### src/rtl/arb_mux_pkg.sv
// Shared definitions for arb_mux_reg: mode encodings and the sel clamp helper.
package arb_mux_pkg;

  typedef enum logic {
    MODE_SEL = 1'b0,
    MODE_RR  = 1'b1
  } mode_e;

  // Out-of-range select values fold onto the highest channel.
  function automatic int unsigned clamp_sel(input int unsigned sel, input int unsigned num_in);
    return (sel >= num_in) ? (num_in - 1) : sel;
  endfunction

endpackage

### src/rtl/arb_mux_reg_rr_arbiter.sv
// Round-robin arbiter: one-hot grant scanning from a rotating pointer.
module rr_arbiter
  import arb_mux_pkg::*;
#(
  parameter int NUM_IN = 4,
  parameter int SEL_W  = $clog2(NUM_IN)
) (
  input  logic              clock,
  input  logic              reset,
  input  logic [NUM_IN-1:0] req,
  input  logic              advance,
  input  logic [SEL_W-1:0]  gnt_idx,
  output logic [NUM_IN-1:0] gnt,
  output logic [SEL_W-1:0]  ptr
);

  always_comb begin
    int unsigned idx;
    logic        found;
    gnt   = '0;
    found = 1'b0;
    idx   = 0;
    for (int unsigned k = 0; k < NUM_IN; k++) begin
      idx = (32'(ptr) + k) % NUM_IN;
      if (!found && req[idx]) begin
        gnt[idx] = 1'b1;
        found    = 1'b1;
      end
    end
  end

  always_ff @(posedge clock) begin
    if (reset) begin
      ptr <= '0;
    end else if (advance) begin
      ptr <= (gnt_idx == SEL_W'(NUM_IN - 1)) ? '0 : gnt_idx + 1'b1;
    end
  end

endmodule

### src/rtl/arb_mux_reg.sv
// N-input registered mux with valid/ready handshakes, explicit-select or round-robin.
// Optional packet locking enabled by defining ARB_MUX_PKT_LOCK_EN (adds in_last/out_last).
module arb_mux_reg
  import arb_mux_pkg::*;
#(
  parameter int NUM_IN = 4,
  parameter int WIDTH  = 64,
  parameter int SEL_W  = $clog2(NUM_IN)
) (
  input  logic                    clock,
  input  logic                    reset,
  input  logic                    mode,
  input  logic [SEL_W-1:0]        sel,
  input  logic [NUM_IN-1:0]       in_valid,
  input  logic [NUM_IN*WIDTH-1:0] in_data,
  output logic [NUM_IN-1:0]       in_ready,
  output logic                    out_valid,
  output logic [WIDTH-1:0]        out_data,
  output logic [SEL_W-1:0]        out_src,
  input  logic                    out_ready
`ifdef ARB_MUX_PKT_LOCK_EN
  ,
  input  logic [NUM_IN-1:0]       in_last,
  output logic                    out_last
`endif
);

  logic              load_en;
  logic              xfer;
  logic              advance;
  logic [SEL_W-1:0]  cand;
  logic [NUM_IN-1:0] rr_gnt;
  logic [NUM_IN-1:0] grant;
  logic [SEL_W-1:0]  gidx;
  logic [WIDTH-1:0]  gdata;

`ifdef ARB_MUX_PKT_LOCK_EN
  logic              locked;
  logic [SEL_W-1:0]  lock_idx;
`endif

  assign load_en = !out_valid || out_ready;
  assign cand    = SEL_W'(clamp_sel(32'(sel), NUM_IN));

  always_comb begin
    grant = '0;
`ifdef ARB_MUX_PKT_LOCK_EN
    if (locked) begin
      grant[lock_idx] = in_valid[lock_idx];
    end else
`endif
    if (mode == MODE_RR) begin
      grant = rr_gnt;
    end else begin
      grant[cand] = in_valid[cand];
    end
  end

  always_comb begin
    gidx  = '0;
    gdata = '0;
    for (int unsigned i = 0; i < NUM_IN; i++) begin
      if (grant[i]) begin
        gidx  = SEL_W'(i);
        gdata = in_data[i*WIDTH +: WIDTH];
      end
    end
  end

  // Gated by reset so no handshake is advertised while the block is being cleared.
  assign in_ready = (load_en && !reset) ? grant : '0;
  assign xfer     = |in_ready;

`ifdef ARB_MUX_PKT_LOCK_EN
  assign advance = xfer && (mode == MODE_RR) && in_last[gidx];
`else
  assign advance = xfer && (mode == MODE_RR);
`endif

  rr_arbiter #(
    .NUM_IN (NUM_IN),
    .SEL_W  (SEL_W)
  ) u_rr_arbiter (
    .clock   (clock),
    .reset   (reset),
    .req     (in_valid),
    .advance (advance),
    .gnt_idx (gidx),
    .gnt     (rr_gnt),
    .ptr     ()
  );

  always_ff @(posedge clock) begin
    if (reset) begin
      out_valid <= 1'b0;
      out_data  <= '0;
      out_src   <= '0;
    end else if (load_en) begin
      out_valid <= xfer;
      if (xfer) begin
        out_data <= gdata;
        out_src  <= gidx;
      end
    end
  end

`ifdef ARB_MUX_PKT_LOCK_EN
  always_ff @(posedge clock) begin
    if (reset) begin
      out_last <= 1'b0;
      locked   <= 1'b0;
      lock_idx <= '0;
    end else if (xfer) begin
      out_last <= in_last[gidx];
      locked   <= !in_last[gidx];
      lock_idx <= gidx;
    end
  end
`endif

endmodule

### config.mk
export PLATFORM = sky130hd
export DESIGN_NAME = arb_mux_reg
export DESIGN_NICKNAME = d
export VERILOG_FILES = /design/src/rtl/arb_mux_pkg.sv /design/src/rtl/arb_mux_reg_rr_arbiter.sv /design/src/rtl/arb_mux_reg.sv
export SDC_FILE = /design/constraint.sdc
export NUM_CORES = 1
export LEC_CHECK = 0
export CAP_MARGIN = 25
export CORE_AREA = 2 2 131 133
export CTS_BUF_LIST = sky130_fd_sc_hd__clkbuf_4 sky130_fd_sc_hd__clkbuf_8
export DETAILED_ROUTE_END_ITERATION = 8
export DIE_AREA = 0 0 133 135
export GPL_TIMING_DRIVEN = 0
export PLACE_DENSITY = 0.68
export SKIP_LAST_GASP = 1
export SYNTH_ARGS = -nofsm -noshare
export SYNTH_HDL_FRONTEND = slang
export SYNTH_HIERARCHICAL = 1
export SYNTH_SLANG_ARGS = --single-unit
### constraint.sdc
create_clock -name clock -period 7 [get_ports clock]
set_input_delay 1.4 -clock clock [delete_from_list [all_inputs] [get_ports clock]]
set_output_delay 1.4 -clock clock [all_outputs]
set_load 0.02 [all_outputs]
# Word-level counts from Yosys, hierarchy flattened
# Cells that the tools add are included.
# op_classes
n_lt_le_gt_ge	10
multipliers	0
bitwise	4
div_mod_pow	0
n_addsub	4
n_mux	37
reduce_logical	18
shifts	0
n_eq_ne	1
# ops
op	n
$mux W64	4
$mux W4	6
$lt A2 B3 Y1 const B	5
$mux W1	14
$or A4 B4 Y4	3
$bmux W1 S2	5
$demux W1 S2	5
$ge A2 B1 Y1 const B	5
$logic_and A1 B1 Y1	10
$mux W2	3
$logic_not A1 Y1	5
$add A2 B1 Y2 const B	2
$add A2 B2 Y2 const B	2
$and A4 B4 Y4	1
$reduce_or A4 Y1	1
$eq A2 B2 Y1 const B	1
$reduce_and A2 Y1	1
$logic_or A1 B1 Y1	1
# word_totals
ram_bits	0
reg_bits	69
out_inout_bits	71
mem_bits_ro	0
latchBits	0
n_memories	0
inputBits	266

# Longest topological paths before layout
# Gate-level depths: netlist of run 1.
# logic_depth
word_depth	18
ltp_mapped	17
depth_no_buf	14

# Modules after synthesis
# Netlist of run 1, hierarchy kept.
# modules_own_cells
mod	area_per_inst_um2	cells_each	seq_area_each_um2	n_inst
arb_mux_reg	4254.1	484	1341.3	1
rr_arbiter	435.4	50	40.0	1

# Worst setup path before layout of run 1
# OpenSTA, ideal clock, no wires.
# synth_path
path_kind	input-to-output
startpoint	in in_valid[0]
endpoint	out in_ready[3]
n_path_buf	1
path_stages	8
arrival_time_ps	3098
slack_ps	2502
cell_sequence	or3b_1 o311a_1 a211oi_4 a221o_1 nand2_1 o21a_1 buf_2 nor2_1
# synth_between
elab_chain_cells	14
word_cells_on_any_way	29
classes_between	19 x mux; 4 x bitwise; 6 x reduce/logical
# synth_lines
item	line	rtl
start, declared	arb_mux_reg.sv:14	input logic [NUM_IN-1:0] in_valid,
$bmux W1 S2	arb_mux_reg_rr_arbiter.sv:25	if (!found && req[idx]) begin
$mux W1 (not written as such)	arb_mux_reg_rr_arbiter.sv:25	
$mux W1	arb_mux_reg_rr_arbiter.sv:25	
$logic_not A1 Y1	arb_mux_reg_rr_arbiter.sv:25	
$logic_and A1 B1 Y1	arb_mux_reg_rr_arbiter.sv:25	
$mux W1	arb_mux_reg_rr_arbiter.sv:25	
$logic_not A1 Y1	arb_mux_reg_rr_arbiter.sv:25	
$logic_and A1 B1 Y1	arb_mux_reg_rr_arbiter.sv:25	
$mux W1	arb_mux_reg_rr_arbiter.sv:25	
$logic_not A1 Y1	arb_mux_reg_rr_arbiter.sv:25	
$logic_and A1 B1 Y1	arb_mux_reg_rr_arbiter.sv:25	
$mux W4 (*)	arb_mux_reg_rr_arbiter.sv:25	
via rr_gnt[3]	arb_mux_reg.sv:32	logic [NUM_IN-1:0] rr_gnt;
$mux W4 (*)	arb_mux_reg.sv:52	if (mode == MODE_RR) begin
$mux W4 (*)	arb_mux_reg.sv:71	assign in_ready = (load_en && !reset) ? grant : '0;
end, declared	arb_mux_reg.sv:16	output logic [NUM_IN-1:0] in_ready,
# Mark *: on every way through the listed nets, which the timed path passes. The rest lies on a longest branch. The select of a mux whose other input is x is not followed.

# Worst setup path in the final report of run 1
# layout_path
startpoint	in in_valid[2]
endpoint	out in_ready[3]
# Same word-level chain as after synthesis.

==> flow_summary.yaml, run 1 <==
placement:
  place_congestion: 0.823
  dp.cells: 1090
  io_buffers: 336
  pre_cts_slack_ns: 1.09
  dpl-instance-area_um2: 8330
  post-dp-hpwl_um: 17300
floorplanning:
  die_w_um: 133
  ios: 337
  fp.dieH_um: 135
  rows: 47
  start_util_pct: 28.6
  dieArea_um2: 18000
  coreArea_um2: 16400
yosys:
  yosys_warnings: 6
  synthFlopType: "dfxtp_1"
  synthesis.nets: 807
  netlist_area_um2: 4690
  synthCells: 534
  syn_area_per_cell_um2: 8.78
  synth_edf_count: 0
  synth.distinct_cells: 44
  yosysSeqAreaShare_pct: 29.5
  synth_seq_cells: 69
  async_reset_ff_share_pct: 0
worst_setup_path:
  crit_required_ns: 5.60
  arrival_ns: 4.59
  path_cells: "clkdlybuf4s50_1 > and3b_1 > a21oi_1 > o41ai_1 > a221o_1 > nand2_1 > o21a_1 > buf_2 > nor2_1 > clkdlybuf4s50_1"
  crit_family: "buffers and inverters"
  crit_path_start_kind: "input port"
  worst_path_max_delay_cell: "o41ai_1"
  path_buf_inv: 3
  cp_max_fo: 10
  worstSetupPathType: "input port to primary output"
  crit_top_cell: "clkdlybuf4s50_1"
  endpoint_kind: "primary output"
  critPathMaxStageDelay_ns: 0.68
final_layout:
  fin_area_um2: 8520
  layout_commonest_cell: "clkdlybuf4s50_1"
  syn_to_final_growth_pct: 81.6
  drive_gt1_share_pct: 15.8
  fillers: 1552
  final_cells: 1104
  final_nets: 1154
  diodes: 0
  post-route-util_pct: 51.9
  mostFrequentLayoutCells: "336 x clkdlybuf4s50_1, 76 x nor2_1, 69 x dfxtp_1, 66 x a21oi_1, 64 x o211ai_1"
timing:
  slew-limit-headroom_pct: 41.4
  finalSetupViolCount: 0
  min_period_ns: 5.99
  final-hold-violation-count: 0
  maxSlewViolCount: 0
  max_freq_mhz: 167
  finClkSkew_ns: 0.00585
  layout_setup_ws_ns: 1.01
  min_period_over_period_pct: 85.6
  tns_ns: 0
  timing.hold.ws_ns: 0.498
  worst_pin_slew_ns: 0.878
  rsz0062_at_grt: "false"
power:
  p_sw_share_pct: 37.8
  p_total_mw: 1.90
  p_int_mw: 1.18
  seqPwrFrac_pct: 27.6
  power.density_nw_per_um2: 223
  share_comb_of_total_power_pct: 54.7
  power_switching_uw: 718
  p_clk_share_pct: 17.7
  p_leak_nw: 3.13
  ir_drop_mv: 0.0798
worst_hold_path:
  hold_path_class: "flop to flop"
clocking:
  cts_root_buf: "clkbuf_8"
  cts_hold_buffers: 0
  postCtsResizedCells: 0
  numCtsBuffers: 9
  clk_pin_slew_worst_paths_ns: 0.07
  cts_tree: "built"
  clock_latency_ns: 0.36
  post_cts_buffers: 0
  clock_path_buffers: 2
  cts_sinks: 69
  cts.htree.levels: 3
global_route:
  antenna_found_initial: 0
  grt_pass1_vias: 5839
  grt_pass1_wl_um: 33500
  grt_overflow: 0
  grt_max_degree: 11
  track_usage_pct: 24.1
route:
  routed_wirelength_um: 22200
  wl_per_cell_um: 20.1
  post-route-drc-count: 0
  via_count: 5831
  drtPass1Iterations: 5
  antenna_left: 0
  viasPerCell: 5.28
  dr.first_iter.drc_count: 322
job:
  drv_cap: 0
status:
  status: "finished, final reports clean"
## worst reg2reg max path, cell delays in order, from the launching register on
cell and delay (ns):
dfxtp_1 0.53, inv_1 0.14, ha_1 0.37, and3b_1 0.17, a21oi_1 0.04, o41ai_1 0.68
a221o_1 0.27, nand2_1 0.07, o31ai_1 0.16, buf_2 0.39, buf_2 0.29, o21ai_0 0.18
ha_1 0.35, mux2i_1 0.13, nor2_1 0.05
## per-layer routing
| layer | share of wire (%) | GRT usage, % | up-vias |
|---|---|---|---|
| met4 | 2.7 | 8.84 | 0 |
| met1 | 42 | 30.6 | 2711 |
| met2 | 47 | 39.7 | 258 |
| li1 | - | - | 2821 |
| met3 | 7.8 | 6.27 | 41 |
| met5 | 0 | 0 | - |
## cell usage after synthesis, types with 3 or more instances
library cell / n / area share (%)
o21ai_1: 4 / 0.43
o211ai_1: 64 / 10
buf_6: 12 / 2.9
a211oi_2: 10 / 2.7
buf_2: 31 / 3.3
buf_4: 4 / 0.64
a221o_2: 58 / 14
a211oi_1: 55 / 8.8
a21oi_1: 66 / 7.0
clkbuf_1: 12 / 0.96
nor2_1: 76 / 6.1
o21ai_0: 3 / 0.32
ha_1: 7 / 1.9
nand2_1: 8 / 0.64
a221o_1: 10 / 2.1
dfxtp_1: 69 / 29
buf_1: 3 / 0.24
inv_1: 9 / 0.72
## final timing paths
path              depth (start not counted)                                to  slack (ns)                        startpoint
setup / recovery                         10                       in_ready[3]        1.01                       in_valid[2]
hold reg to reg                           2          out_data[7]$_SDFFE_PP0P_        0.50          out_data[7]$_SDFFE_PP0P_
setup reg to reg                         14  u_rr_arbiter/ptr[1]$_SDFFE_PP0P_        3.05  u_rr_arbiter/ptr[1]$_SDFFE_PP0P_
hold / removal                            2          out_data[7]$_SDFFE_PP0P_        0.50          out_data[7]$_SDFFE_PP0P_
## kinds of logic after synthesis
family | count (synthesis) | share of synthesized area (%)
AOI/OAI and AO/OA | 282 | 48.8
and+or+nand+nor | 100 | 9.47
buffers and inverters | 72 | 9.04
DFF | 69 | 29.5
adders and majority gates | 7 | 1.87
muxes | 4 | 1.39
## final cells by class
cell class / instances / area (um2) / share of cell area, %
Clock buffer: 12 / 153 / 1.79
Clock inverter: 2 / 35.0 / 0.411
Timing Repair Buffer: 336 / 3360 / 39.5
Multi-Input combinational cell: 393 / 2880 / 33.9
Tap cell: 220 / 275 / 3.23
Buffer: 63 / 390 / 4.58
Sequential cell: 69 / 1380 / 16.2
Inverter: 9 / 33.8 / 0.397
## power by group through the flow
stage | sequential, mW | combinational (mW) | clock, mW
final | 0.525 | 1.04 | 0.337
after global routing | 0.536 | 1.12 | 0.362
after CTS | 0.525 | 1.04 | 0.344
after detailed placement | 0.534 | 1.04 | 0
after global placement | 0.530 | 1.04 | 0
after floorplan | 0.636 | 0.466 | 0
## flip-flops by register name, indices dropped and copies added, names as in the netlist
| name | count |
|---|---|
| u_rr_arbiter/ptr | 2 |
| out_valid | 1 |
| out_data | 64 |
| out_src | 2 |
Power figures use the tool's default switching activity.
==> run 2: changes to the inputs <==
--- a/config.mk
+++ b/config.mk
@@ -5,13 +5,14 @@
 export SDC_FILE = /design/constraint.sdc
 export NUM_CORES = 1
 export LEC_CHECK = 0
+export ABC_AREA = 1
 export CAP_MARGIN = 25
 export CORE_AREA = 2 2 131 133
 export CTS_BUF_LIST = sky130_fd_sc_hd__clkbuf_4 sky130_fd_sc_hd__clkbuf_8
 export DETAILED_ROUTE_END_ITERATION = 8
 export DIE_AREA = 0 0 133 135
 export GPL_TIMING_DRIVEN = 0
-export PLACE_DENSITY = 0.68
+export PLACE_DENSITY = 0.74
 export SKIP_LAST_GASP = 1
 export SYNTH_ARGS = -nofsm -noshare
 export SYNTH_HDL_FRONTEND = slang
==> run 2 against run 1 <==
Compared with the run above: clock power down 5%; critical path type unchanged; synthesized cell count up 95%; first-iteration DRC count up 50%; clock skew up 0.0035 ns; highest routed layer unchanged; flip-flop and latch count unchanged; die area unchanged; non-clock buffer count up 14; routed wire length up 13%; sequential power about the same; fmax up 17%.
==> flow_summary.yaml, run 2 <==
timing:
  finalSetupViolCount: 0
  worst_pin_slew_ns: 0.639
  min_period_over_period_pct: 73.4
  maxSlewViolCount: 0
  max_freq_mhz: 195
  final-hold-violation-count: 0
  rsz0062_at_grt: "false"
  timing.hold.ws_ns: 0.461
  layout_setup_ws_ns: 1.87
  finClkSkew_ns: 0.00934
  slew-limit-headroom_pct: 57.4
  tns_ns: 0
  min_period_ns: 5.13
floorplanning:
  coreArea_um2: 16400
  dieArea_um2: 18000
  fp.dieH_um: 135
  die_w_um: 133
  ios: 337
  start_util_pct: 34.2
  rows: 47
yosys:
  synth.top_cell.area_share_pct: 24.6
  synth_seq_cells: 69
  yosysSeqAreaShare_pct: 24.6
  synthesis.nets: 1312
  synthTopCellsByCount: "359 x nand2_1, 193 x a21oi_1, 133 x nor2_1"
  synthFlopType: "dfxtp_1"
  synth.distinct_cells: 25
  async_reset_ff_share_pct: 0
  yosys.area.top_type: "dfxtp_1"
  syn_area_per_cell_um2: 5.40
  synth_edf_count: 0
  yosysMostFrequentCell: "nand2_1"
  yosys_warnings: 6
  synthCells: 1039
  netlist_area_um2: 5610
  synth_area_leaders: "dfxtp_1 25%, nand2_1 24%, a21oi_1 17%, nor2_1 8.9%, nand3_1 8.2%"
clocking:
  postCtsResizedCells: 0
  post_cts_buffers: 0
  cts_tree: "built"
  cts_root_buf: "clkbuf_8"
  numCtsBuffers: 9
  clock_latency_ns: 0.36
  clk_pin_slew_worst_paths_ns: 0.07
  clock_path_buffers: 2
  cts.htree.levels: 3
  cts_sinks: 69
  cts_hold_buffers: 0
worst_setup_path:
  r2r-end: "u_rr_arbiter/ptr[1]$_SDFFE_PP0P_"
  crit_family: "buffers and inverters"
  reg2reg_slack_ns: 3.45
  crit_cells: 13
  crit_path_end: "in_ready[3]"
  critPathLaunch: "in_valid[1]"
  crit_top_cell: "nand2_1"
  worst_path_max_delay_cell: "clkdlybuf4s50_1"
  crit_required_ns: 5.60
  reg2reg_from: "u_rr_arbiter/ptr[0]$_SDFFE_PP0P_"
  rr_worst_depth: 17
  path_buf_inv: 3
  endpoint_kind: "primary output"
  path_cells: "clkdlybuf4s50_1 > nand2_1 > nand3_2 > nand2_4 > nand2_4 > nor2_4 > nand2_1 > nand3_1 > nand2_1 > nand2_1 > nand2_1 > inv_1 > clkdlybuf4s50_1"
  cp_max_fo: 5
  crit_path_start_kind: "input port"
  worstSetupPathType: "input port to primary output"
  arrival_ns: 3.73
  critPathMaxStageDelay_ns: 0.60
final_layout:
  syn_to_final_growth_pct: 68.1
  diodes: 0
  final_cells: 1610
  post-route-util_pct: 57.5
  regMostFlops: "out_data"
  fin_area_um2: 9440
  drive_gt1_share_pct: 4.68
  largest_register_ffs: 64
  reg_top3: "out_data: 64 flops, out_src: 2 flops, u_rr_arbiter/ptr: 2 flops"
  mostFrequentLayoutCells: "359 x nand2_1, 336 x clkdlybuf4s50_1, 193 x a21oi_1, 133 x nor2_1, 92 x nand3_1"
  layout_commonest_cell: "nand2_1"
  fillers: 1706
  final_nets: 1659
power:
  p_int_mw: 1.25
  power_switching_mw: 1.06
  p_sw_share_pct: 45.8
  power.density_nw_per_um2: 245
  p_clk_share_pct: 13.9
  ir_drop_mv: 0.120
  p_total_mw: 2.31
  seqPwrFrac_pct: 22.8
  p_leak_nw: 4.46
  share_comb_of_total_power_pct: 63.3
global_route:
  track_usage_pct: 26.5
  antenna_found_initial: 0
  grt_overflow: 0
  grt_max_degree: 11
  grt_pass1_vias: 7064
  grt_pass1_wl_um: 37000
status:
  status: "finished, final reports clean"
worst_hold_path:
  hold_path_class: "flop to flop"
placement:
  dp.cells: 1595
  pre_cts_slack_ns: 1.89
  post-dp-hpwl_um: 19200
  dpl-instance-area_um2: 9250
  io_buffers: 336
  place_congestion: 0.927
route:
  via_count: 7788
  wl_per_cell_um: 15.5
  antenna_left: 0
  viasPerCell: 4.84
  dr.first_iter.drc_count: 483
  drtPass1Iterations: 7
  routed_wirelength_um: 25000
  post-route-drc-count: 0
job:
  drv_cap: 0
[run 2: cell types whose count changed after synthesis, sizes merged, moves of 3 or more]
cell    before  now
a211oi      66    2
a21oi       66  193
a221o       68    0
buf         50   53
clkbuf      13   24
inv          9   91
nand2        8  363
nand2b       3    0
nand3        1   94
nor2        76  135
o211ai      64    0
o21ai        7    3
[run 2: layout make-up]
type	instances	area [um2]	share of cell area, %
Clock buffer	14	180	1.91
Timing Repair Buffer	336	3360	35.6
Clock inverter	1	5.00	0.0530
Tap cell	220	275	2.92
Sequential cell	69	1380	14.6
Multi-Input combinational cell	802	3500	37.1
Buffer	77	388	4.11
Inverter	91	342	3.62
[run 2: cells by family (layout without fill, tap and decap cells)]
kind of cell | Yosys count | count (layout) | synth area share (%)
buf+inv | 168 | 519 | 13.0
compound gates | 198 | 198 | 17.8
flops | 69 | 69 | 24.6
fa+ha+maj | 7 | 7 | 1.56
simple gates | 597 | 597 | 43.0
[run 2: metal layers]
metal	track usage, %	wire length, um	share of wire [%]	vias up
met3	5.74	2060	8.2	48
li1	-	-	-	3958
met2	47.1	12000	48	333
met1	31.1	10200	41	3449
met5	0	0	0	-
met4	10.3	709	2.8	0
[run 2: worst reg2reg max path, cell delays in order (launching register included)]
cell and delay, ns:
dfxtp_1 0.56, inv_2 0.19, ha_1 0.38, inv_1 0.11, nand3_1 0.09, nand2_1 0.12
nand2_4 0.07, nor2_4 0.14, nand2_1 0.06, nand3_1 0.07, nand2_1 0.06, o21ai_2 0.12
buf_2 0.40, buf_1 0.45, or2_2 0.22, ha_1 0.23, nor2_1 0.11, a211oi_1 0.05
[run 2: how the worst min path moves through the flow]
stage / start / end / slack, ns / cells past startpoint
3_3_place_gp: out_data[60]$_SDFFE_PP0P_ / out_data[60]$_SDFFE_PP0P_ / 0.45 / 2
6_report: out_data[20]$_SDFFE_PP0P_ / out_data[20]$_SDFFE_PP0P_ / 0.46 / 2
4_1_cts: out_data[48]$_SDFFE_PP0P_ / out_data[48]$_SDFFE_PP0P_ / 0.46 / 2
3_5_place_dp: out_data[16]$_SDFFE_PP0P_ / out_data[16]$_SDFFE_PP0P_ / 0.45 / 2
5_1_grt: out_data[36]$_SDFFE_PP0P_ / out_data[36]$_SDFFE_PP0P_ / 0.48 / 2
2_1_floorplan: out_data[29]$_SDFFE_PP0P_ / out_data[29]$_SDFFE_PP0P_ / 0.54 / 2
[run 2: power groups by stage]
stage / logic, mW / clock network (mW) / registers, mW
after floorplan: 0.775 / 0 / 0.637
after global placement: 1.44 / 0 / 0.533
after detailed placement: 1.45 / 0 / 0.536
after CTS: 1.45 / 0.330 / 0.528
after global routing: 1.60 / 0.343 / 0.539
final: 1.46 / 0.321 / 0.528
